`config.mk`:
```
export PLATFORM = sky130hd
export DESIGN_NAME = ternary_dot_accumulator
export DESIGN_NICKNAME = d
export VERILOG_FILES = /design/src/rtl/ternary_dot_accumulator.sv
export SDC_FILE = /design/constraint.sdc
export NUM_CORES = 1
export LEC_CHECK = 0
export CAP_MARGIN = 5
export CORE_ASPECT_RATIO = 1.25
export CORE_MARGIN = 2
export CORE_UTILIZATION = 30
export DETAILED_ROUTE_END_ITERATION = 8
export PLACE_DENSITY_LB_ADDON = 0.2
export SLEW_MARGIN = 30
export SYNTH_ARGS = -nofsm -noshare
export SYNTH_HDL_FRONTEND = slang
export SYNTH_SLANG_ARGS = --single-unit
```
`constraint.sdc`:
```
create_clock -name clk_in -period 6.65 [get_ports clk_in]
set_input_delay 1.995 -clock clk_in [delete_from_list [all_inputs] [get_ports clk_in]]
set_output_delay 1.995 -clock clk_in [all_outputs]
set_load 0.02 [all_outputs]
```
`src/rtl/ternary_dot_accumulator.sv`:
```
`default_nettype none
// ============================================================================
//  Module   : ternary_dot_accumulator
//  Purpose  : Accumulates LEN ternary-weighted activation beats into one
//             saturating dot product and hands each finished sum to the
//             requantize/writeback stage through a ready/valid register.
//  Revision : 1.0  initial release
// ============================================================================
module ternary_dot_accumulator #(
    parameter int ACT_W = 8,
    parameter int ACC_W = 20,
    parameter int LEN   = 256
) (
    input  logic             clk_in,
    input  logic             rst_in,
    input  logic             in_valid,
    output logic             in_ready,
    input  logic [ACT_W-1:0] in_act,
    input  logic [1:0]       in_weight,
    output logic             out_valid,
    input  logic             out_ready,
    output logic [ACC_W-1:0] out_data,
    output logic             out_sat,
    output logic             overrun
);

    localparam int              IDX_W    = (LEN > 1) ? $clog2(LEN) : 1;
    localparam logic [IDX_W-1:0] LAST_IDX = IDX_W'(LEN - 1);
    localparam logic [ACC_W-1:0] ACC_MAX  = {1'b0, {(ACC_W-1){1'b1}}};
    localparam logic [ACC_W-1:0] ACC_MIN  = {1'b1, {(ACC_W-1){1'b0}}};

    // Accumulation state
    logic [ACC_W-1:0] acc_q,       acc_d;
    logic [IDX_W-1:0] idx_q,       idx_d;
    logic             sat_accum_q, sat_accum_d;

    // Output register and sticky error flag
    logic             out_valid_q, out_valid_d;
    logic [ACC_W-1:0] out_data_q,  out_data_d;
    logic             out_sat_q,   out_sat_d;
    logic             overrun_q,   overrun_d;

    // Datapath wires
    logic [ACC_W:0]   w_act_ext;
    logic [ACC_W:0]   w_term;
    logic [ACC_W:0]   w_sum;
    logic             w_sat_now;
    logic [ACC_W-1:0] w_sum_sat;
    logic             w_idx_last;
    logic             w_accept;

    // Ternary product and saturating add; one guard bit makes the negation of
    // the most negative activation and the overflow test exact.
    always_comb begin
        w_act_ext = {{(ACC_W+1-ACT_W){in_act[ACT_W-1]}}, in_act};
        case (in_weight)
            2'b01:   w_term = w_act_ext;
            2'b11:   w_term = -w_act_ext;
            default: w_term = '0;          // 2'b00 and the reserved 2'b10
        endcase
        w_sum     = {acc_q[ACC_W-1], acc_q} + w_term;
        // Guard bit disagreeing with the result sign bit means out of range
        w_sat_now = w_sum[ACC_W] ^ w_sum[ACC_W-1];
        if (w_sat_now) begin
            w_sum_sat = w_sum[ACC_W] ? ACC_MIN : ACC_MAX;
        end else begin
            w_sum_sat = w_sum[ACC_W-1:0];
        end
    end

    // Handshake: only the final beat of a vector can be stalled, and only
    // while the previous result is still waiting downstream.
    always_comb begin
        w_idx_last = (idx_q == LAST_IDX);
        in_ready   = !(w_idx_last && out_valid_q && !out_ready);
        w_accept   = in_valid && in_ready;
    end

    // Next-state: accumulate, complete a vector, drain, and flag dropped beats
    always_comb begin
        acc_d       = acc_q;
        idx_d       = idx_q;
        sat_accum_d = sat_accum_q;
        out_valid_d = out_valid_q;
        out_data_d  = out_data_q;
        out_sat_d   = out_sat_q;
        overrun_d   = overrun_q;

        // Drain first; a completion in the same cycle overrides it below so
        // back-to-back results never leave a bubble.
        if (out_valid_q && out_ready) begin
            out_valid_d = 1'b0;
        end

        if (w_accept) begin
            if (w_idx_last) begin
                out_data_d  = w_sum_sat;
                out_sat_d   = sat_accum_q | w_sat_now;
                out_valid_d = 1'b1;
                acc_d       = '0;
                idx_d       = '0;
                sat_accum_d = 1'b0;
            end else begin
                acc_d       = w_sum_sat;
                idx_d       = idx_q + IDX_W'(1);
                sat_accum_d = sat_accum_q | w_sat_now;
            end
        end

        if (in_valid && !in_ready) begin
            overrun_d = 1'b1;
        end
    end

    // State registers with asynchronous reset; a partial vector is discarded
    always_ff @(posedge clk_in or posedge rst_in) begin
        if (rst_in) begin
            acc_q       <= '0;
            idx_q       <= '0;
            sat_accum_q <= 1'b0;
            out_valid_q <= 1'b0;
            out_data_q  <= '0;
            out_sat_q   <= 1'b0;
            overrun_q   <= 1'b0;
        end else begin
            acc_q       <= acc_d;
            idx_q       <= idx_d;
            sat_accum_q <= sat_accum_d;
            out_valid_q <= out_valid_d;
            out_data_q  <= out_data_d;
            out_sat_q   <= out_sat_d;
            overrun_q   <= overrun_d;
        end
    end

    assign out_valid = out_valid_q;
    assign out_data  = out_data_q;
    assign out_sat   = out_sat_q;
    assign overrun   = overrun_q;

endmodule
`default_nettype wire

```
Yosys cells after proc, flatten, opt, wreduce, memory -nomap -nowiden --
Index checks and enable logic that the tools add are counted. Widths: inputs -> output; s select.
Cells by class: equality and inequality tests 3, mux-type cells 9, bitwise operators 2, reduce and logical (&&, ||, !) cells 8, $add $sub $neg 3
Operators by type and width (count):
- $mux 20 | 3
- $pmux 21 s2 | 1
- $add 21x21->21 | 1
- $neg 21->21 | 1
- $add 8x1->8 const B | 1
- $eq 8x8->1 const B | 1
- $mux 8 | 1
- $logic_and 1x1->1 | 5
- $mux 1 | 4
- $eq 2x1->1 const B | 1
- $eq 2x2->1 const B | 1
- $logic_not 1->1 | 2
- $reduce_and 2->1 | 1
- $or 1x1->1 | 1
- $xor 1x1->1 | 1
Word-level totals: register bits 52, input port bits 14

Longest topological paths before layout --
word-level depth 6, depth in mapped cells 17, depth with buffers taken out 16

Worst setup path before layout --
No wires, ideal clock.
kind input to register, start point input port in_act[5], end point register acc_q[13], slack 1.374 ns, setup time 0.138 ns, stages on the path 15, path buffers 1, data arrival time 5.138 ns, path through or3_4 or3_1 ha_1 a21oi_1 nor2b_1 ha_1 a21oi_1 nor2b_1 o21a_1 a211o_1 a221o_1 a211o_4 buf_6 o21ai_1 o211ai_1
Between the ends: cells in the longest elaborated chain, start to end 6, elaborated cells between the ends (all ways) 7, classes of those cells add/sub: 2; mux: 4; bitwise: 1
Ends and longest elaborated chain:
- from (decl) | line 18 | input logic [ACT_W-1:0] in_act,
- $neg 21->21 | line 58 | 2'b11: w_term = -w_act_ext;
- $pmux 21 s2 * | line 56 | case (in_weight)
- $add 21x21->21 * | line 61 | w_sum = {acc_q[ACC_W-1], acc_q} + w_term;
- $mux 20 or $xor 1x1->1 (tied branches) | line 65, 63
- $mux 20 * | line 64 | if (w_sat_now) begin
- $mux 20 * | line 96 | if (w_idx_last) begin
- to (signal assigned) | line 118 | acc_q <= '0;
- to (signal assigned) | line 126 | acc_q <= acc_d;
- to (decl) | line 33 | logic [ACC_W-1:0] acc_q, acc_d;
Mark *: on every way between the ends. The rest lies on a longest branch, timed or not. A chain may end at the register's enable or synchronous reset.

Worst setup path in the final report --
start point input port in_act[3], end point register out_data_q[4], in the netlist out_data[4]
Between the ends: cells in the longest elaborated chain, start to end 5, elaborated cells between the ends (all ways) 6, classes of those cells add/sub: 2; mux: 3; bitwise: 1
Ends and longest elaborated chain:
- $neg 21->21 | line 58
- $pmux 21 s2 * | line 56
- $add 21x21->21 * | line 61
- $mux 20 or $xor 1x1->1 (tied branches) | line 65, 63
- $mux 20 * | line 64
- to (signal assigned) | line 130 | out_data_q <= out_data_d;
- to (decl) | line 39 | logic [ACC_W-1:0] out_data_q, out_data_d;
Marked as above.

==> results_tabular.tex <==
\begin{tabular}{lr}
\hline
Metric & Value \\
\hline
\multicolumn{2}{l}{\textbf{Yosys}} \\
Top-count cell post-synth & sky130\_fd\_sc\_hd\_\_dfrtp\_1 \\
Number of synthesized register bits & 52 \\
Post-synthesis cell type with the largest combined area & sky130\_fd\_sc\_hd\_\_dfrtp\_1 \\
Syn Area/Cell & a little over 9 um\^{}2 \\
Number of flops mapped to enable cells by yosys & 0 \\
Share of the synthesized area in the top cell type & 35.3\% \\
Cells taking the most area after synthesis & sky130\_fd\_sc\_hd\_\_dfrtp\_1, sky130\_fd\_sc\_hd\_\_ha\_1, sky130\_fd\_sc\_hd\_\_nand2\_1 \\
Fraction of the yosys area taken by sequential cells & around a third \\
Flip-flop cell with the highest count after synthesis & sky130\_fd\_sc\_hd\_\_dfrtp\_1 \\
Ys Warns & 0 \\
Asr flop ratio synth & 100\% \\
Post-synthesis instance total & between 300 and 400 \\
Mapped cell area & 3680 um\^{}2 \\
Post-synthesis net count & 438 \\
Commonest cells post-synth & sky130\_fd\_sc\_hd\_\_dfrtp\_1, sky130\_fd\_sc\_hd\_\_nand2\_1, sky130\_fd\_sc\_hd\_\_a21oi\_1, sky130\_fd\_sc\_hd\_\_nor2\_1, sky130\_fd\_sc\_hd\_\_ha\_1 \\
Cell variety after synth & 59 \\
\multicolumn{2}{l}{\textbf{Critical path}} \\
Worst R2R Path Depth & 12 \\
Critical R2R Capture & out\_data[4]\$\_DFFE\_PP0P\_ \\
Required @ worst endpoint & just under 7 ns \\
Worst setup SP type & input port \\
Largest fanout on the critical path & 17 \\
R2r setup slk & between 3 and 4 ns \\
Type of element capturing the critical path & flop \\
Arrival time at the worst endpoint & 6.05 ns \\
Path type of the worst setup path & input port to flop \\
Critical register-to-register path startpoint & acc\_q[0]\$\_DFFE\_PP0P\_ \\
\multicolumn{2}{l}{\textbf{STA}} \\
Worst relative slew slack & 41.0\% \\
Pins Over Slew Limit & 0 \\
Tightest Pin Transition & 0.883 ns \\
Final Hold Fails & 0 \\
Final clock period utilization by the worst path & 88.6\% \\
Fmax & 170 MHz \\
Hold slack final & 0.481 ns \\
Setup repair after global routing missed its margin & false \\
Number of failing setup endpoints in the final timing report & 0 \\
Clock period minus final worst setup slack & 5.89 ns \\
Worst-case clock skew & 0.00729 ns \\
Setup Total Neg Slack & 0 ns \\
\multicolumn{2}{l}{\textbf{Floorplan}} \\
Die width & 103 um \\
Placeable core region & between 10000 and 15000 um\^{}2 \\
Row Count & 45 \\
Vert. Die Dim & 128 um \\
Die Footprint & 13200 um\^{}2 \\
Starting density of the core & 30.6\% \\
Total I/O pin count & 38 \\
\multicolumn{2}{l}{\textbf{Route}} \\
Number of remaining DRC errors & 0 \\
Count of TritonRoute iterations in the first routing pass & 4 \\
Antenna-violating nets left & 0 \\
DRC violation total after the first TritonRoute iteration & 119 \\
Average wire length per cell after detail routing & 15.9 um \\
Aggregate routed wire length & 9.51 mm \\
Detailed-route via count & 2956 \\
Vias per cell & between 4 and 5 \\
\multicolumn{2}{l}{\textbf{Hold path}} \\
Endpoint, Worst Hold & overrun\$\_DFFE\_PP0P\_ \\
Number of cells traversed by the worst hold path & 1 \\
HP Class & flop to flop \\
Hold path startpoint & overrun\$\_DFFE\_PP0P\_ \\
\multicolumn{2}{l}{\textbf{GRT}} \\
Gr ovfl total & 0 \\
GRT met1 Usage & 21.1\% \\
Most utilized layer in the global route result & met2 \\
Largest net degree at the start of global routing & 53 \\
Global-route wire length before repair & around 16 mm \\
Global-route track usage on met3 & 1.74\% \\
Number of antenna violations at the first check in global routing & 0 \\
Global routing met2 resource utilization & 25.0\% \\
Total GRT Usage & 15.4\% \\
Via count of the first global-routing pass & 3032 \\
\multicolumn{2}{l}{\textbf{Finish}} \\
Final core utilization & 36.1\% \\
Number of nets at the end of the flow & 471 \\
Share of cells above drive strength 1 & 9.93\% \\
Area added between synthesis and finish & 17.9\% \\
Number of antenna diodes & 0 \\
\multicolumn{2}{l}{\textbf{Clock tree}} \\
TritonCTS sink count & 52 \\
Number of levels in the clock H-tree & 2 \\
Clock transition at the registers of the reported paths & 0.07 ns \\
Number of buffers inserted to repair setup after CTS & 0 \\
Quantity of gates resized following cts & 0 \\
Quantity of hold-fixing buffers added after cts & 0 \\
Number of buffers created by CTS & 5 \\
TritonCTS clock tree & yes \\
Max clock buf depth & 2 \\
Root buf cell & sky130\_fd\_sc\_hd\_\_clkbuf\_16 \\
Clock Latency Late Sink & about 0.29 ns \\
\multicolumn{2}{l}{\textbf{Power}} \\
Total design power & roughly 1.7 mW \\
Power Dens Cells & 403 nW/um\^{}2 \\
Total leakage power & 1.89 nW \\
Maximum vdd drop & 0.173 mV \\
\multicolumn{2}{l}{\textbf{Placement}} \\
Final RePlAce weighted congestion & 0.851 \\
Count of input and output buffers & 37 \\
Detail Placement HPWL & 7.26 mm \\
\multicolumn{2}{l}{\textbf{Job}} \\
Number of maximum-capacitance constraint violations & 0 \\
\multicolumn{2}{l}{\textbf{Outcome}} \\
Result of the run & complete, no violations \\
\hline
\end{tabular}
==> placed cells by master (no fill, tap or decap), types with 2 or more instances in the layout <==
master                            instances
sky130_fd_sc_hd__nor2b_1                  7
sky130_fd_sc_hd__or3_1                    4
sky130_fd_sc_hd__buf_4                    4
sky130_fd_sc_hd__o21ai_0                 23
sky130_fd_sc_hd__o21ai_2                  8
sky130_fd_sc_hd__nor2_1                  30
sky130_fd_sc_hd__nand2_1                 50
sky130_fd_sc_hd__and3_1                   3
sky130_fd_sc_hd__a31oi_1                  3
sky130_fd_sc_hd__xor2_1                   8
sky130_fd_sc_hd__o21a_1                  12
sky130_fd_sc_hd__a211oi_1                 2
sky130_fd_sc_hd__o21ai_1                  3
sky130_fd_sc_hd__and2_1                   8
sky130_fd_sc_hd__nor2_2                   2
sky130_fd_sc_hd__clkdlybuf4s50_1         37
sky130_fd_sc_hd__o211ai_2                 2
sky130_fd_sc_hd__nand4_1                  3
sky130_fd_sc_hd__xnor2_4                  2
sky130_fd_sc_hd__maj3_1                   3
sky130_fd_sc_hd__o21bai_1                 4
sky130_fd_sc_hd__dfrtp_1                 52
sky130_fd_sc_hd__clkbuf_16                5
sky130_fd_sc_hd__nand2b_1                 4
sky130_fd_sc_hd__a21o_1                  12
sky130_fd_sc_hd__o31ai_1                  7
sky130_fd_sc_hd__clkinvlp_4               2
sky130_fd_sc_hd__nand3_1                  8
sky130_fd_sc_hd__ha_1                    24
sky130_fd_sc_hd__o211ai_1                11
sky130_fd_sc_hd__inv_1                    8
sky130_fd_sc_hd__a211o_1                  3
sky130_fd_sc_hd__xnor2_1                 18
sky130_fd_sc_hd__a21oi_1                 31
sky130_fd_sc_hd__or3_4                    3
==> area by class of cell <==
type                       instances  area [um^2]
sequential                        52         1300
multi-input combinational        323         2250
inverter                           9         33.8
tap                              164          205
clock inverter                     3         23.8
timing repair buffer              41          400
clock buffer                       5          125
fill                            1289         7700
==> routing by layer <==
layer	part of all wire, %	routed length [um]
met4	2.1	195
met3	2.9	277
met1	48	4520
met2	47	4510
met5	0	0
==> critical path, cell delays in order <==
cell and delay, ns:
sky130_fd_sc_hd__clkdlybuf4s50_1 0.47, sky130_fd_sc_hd__or3_4 0.40, sky130_fd_sc_hd__or3_1 0.39, sky130_fd_sc_hd__ha_1 0.20
sky130_fd_sc_hd__a21oi_1 0.14, sky130_fd_sc_hd__nor2b_1 0.07, sky130_fd_sc_hd__ha_1 0.34, sky130_fd_sc_hd__a21oi_1 0.20
sky130_fd_sc_hd__nor2b_1 0.06, sky130_fd_sc_hd__o21a_1 0.17, sky130_fd_sc_hd__a211o_1 0.28, sky130_fd_sc_hd__a221o_1 0.37
sky130_fd_sc_hd__a211o_4 0.40, sky130_fd_sc_hd__a21oi_4 0.41, sky130_fd_sc_hd__a21oi_1 0.12
==> registers in the layout, summed over array words and instances, names as in the netlist <==
register,flops
overrun,1
out_sat,1
sat_accum_q,1
out_data,20
acc_q,20
out_valid,1
idx_q,8
==> cells by family after synthesis <==
family          count (synthesis)  synth area share (%)
compound gates                138                  26.5
xor+xnor                       29                  8.42
fa+ha+maj                      28                  9.51
buf+inv                        24                  3.57
simple gates                  128                  16.7
flops                          52                  35.3
==> report_power, final <==
group          switching, mW  internal, mW
Combinational          0.607         0.400
Sequential            0.0781         0.406
Clock                  0.119         0.140
Total                  0.804         0.946
==> how the worst max path moves through the flow <==
stage	cells after the start	end	startpoint
floorplan	15	acc_q[13]$_DFFE_PP0P_	in_act[5]
global placement	15	out_data[0]$_DFFE_PP0P_	in_act[3]
detailed placement	15	out_data[16]$_DFFE_PP0P_	in_act[3]
CTS	15	out_data[4]$_DFFE_PP0P_	in_act[3]
global route	15	out_data[4]$_DFFE_PP0P_	in_act[3]
finish	15	out_data[4]$_DFFE_PP0P_	in_act[3]
==> through the flow <==
step	instances	worst slack, ns	instance area (um^2)
2_1_floorplan	399	1.37	3680
3_3_place_gp	589	0.496	4190
3_5_place_dp	589	0.445	4200
4_1_cts	597	0.753	4340
5_1_grt	597	0.463	4340
6_report	597	0.758	4340
Power figures use the tool's default switching activity.
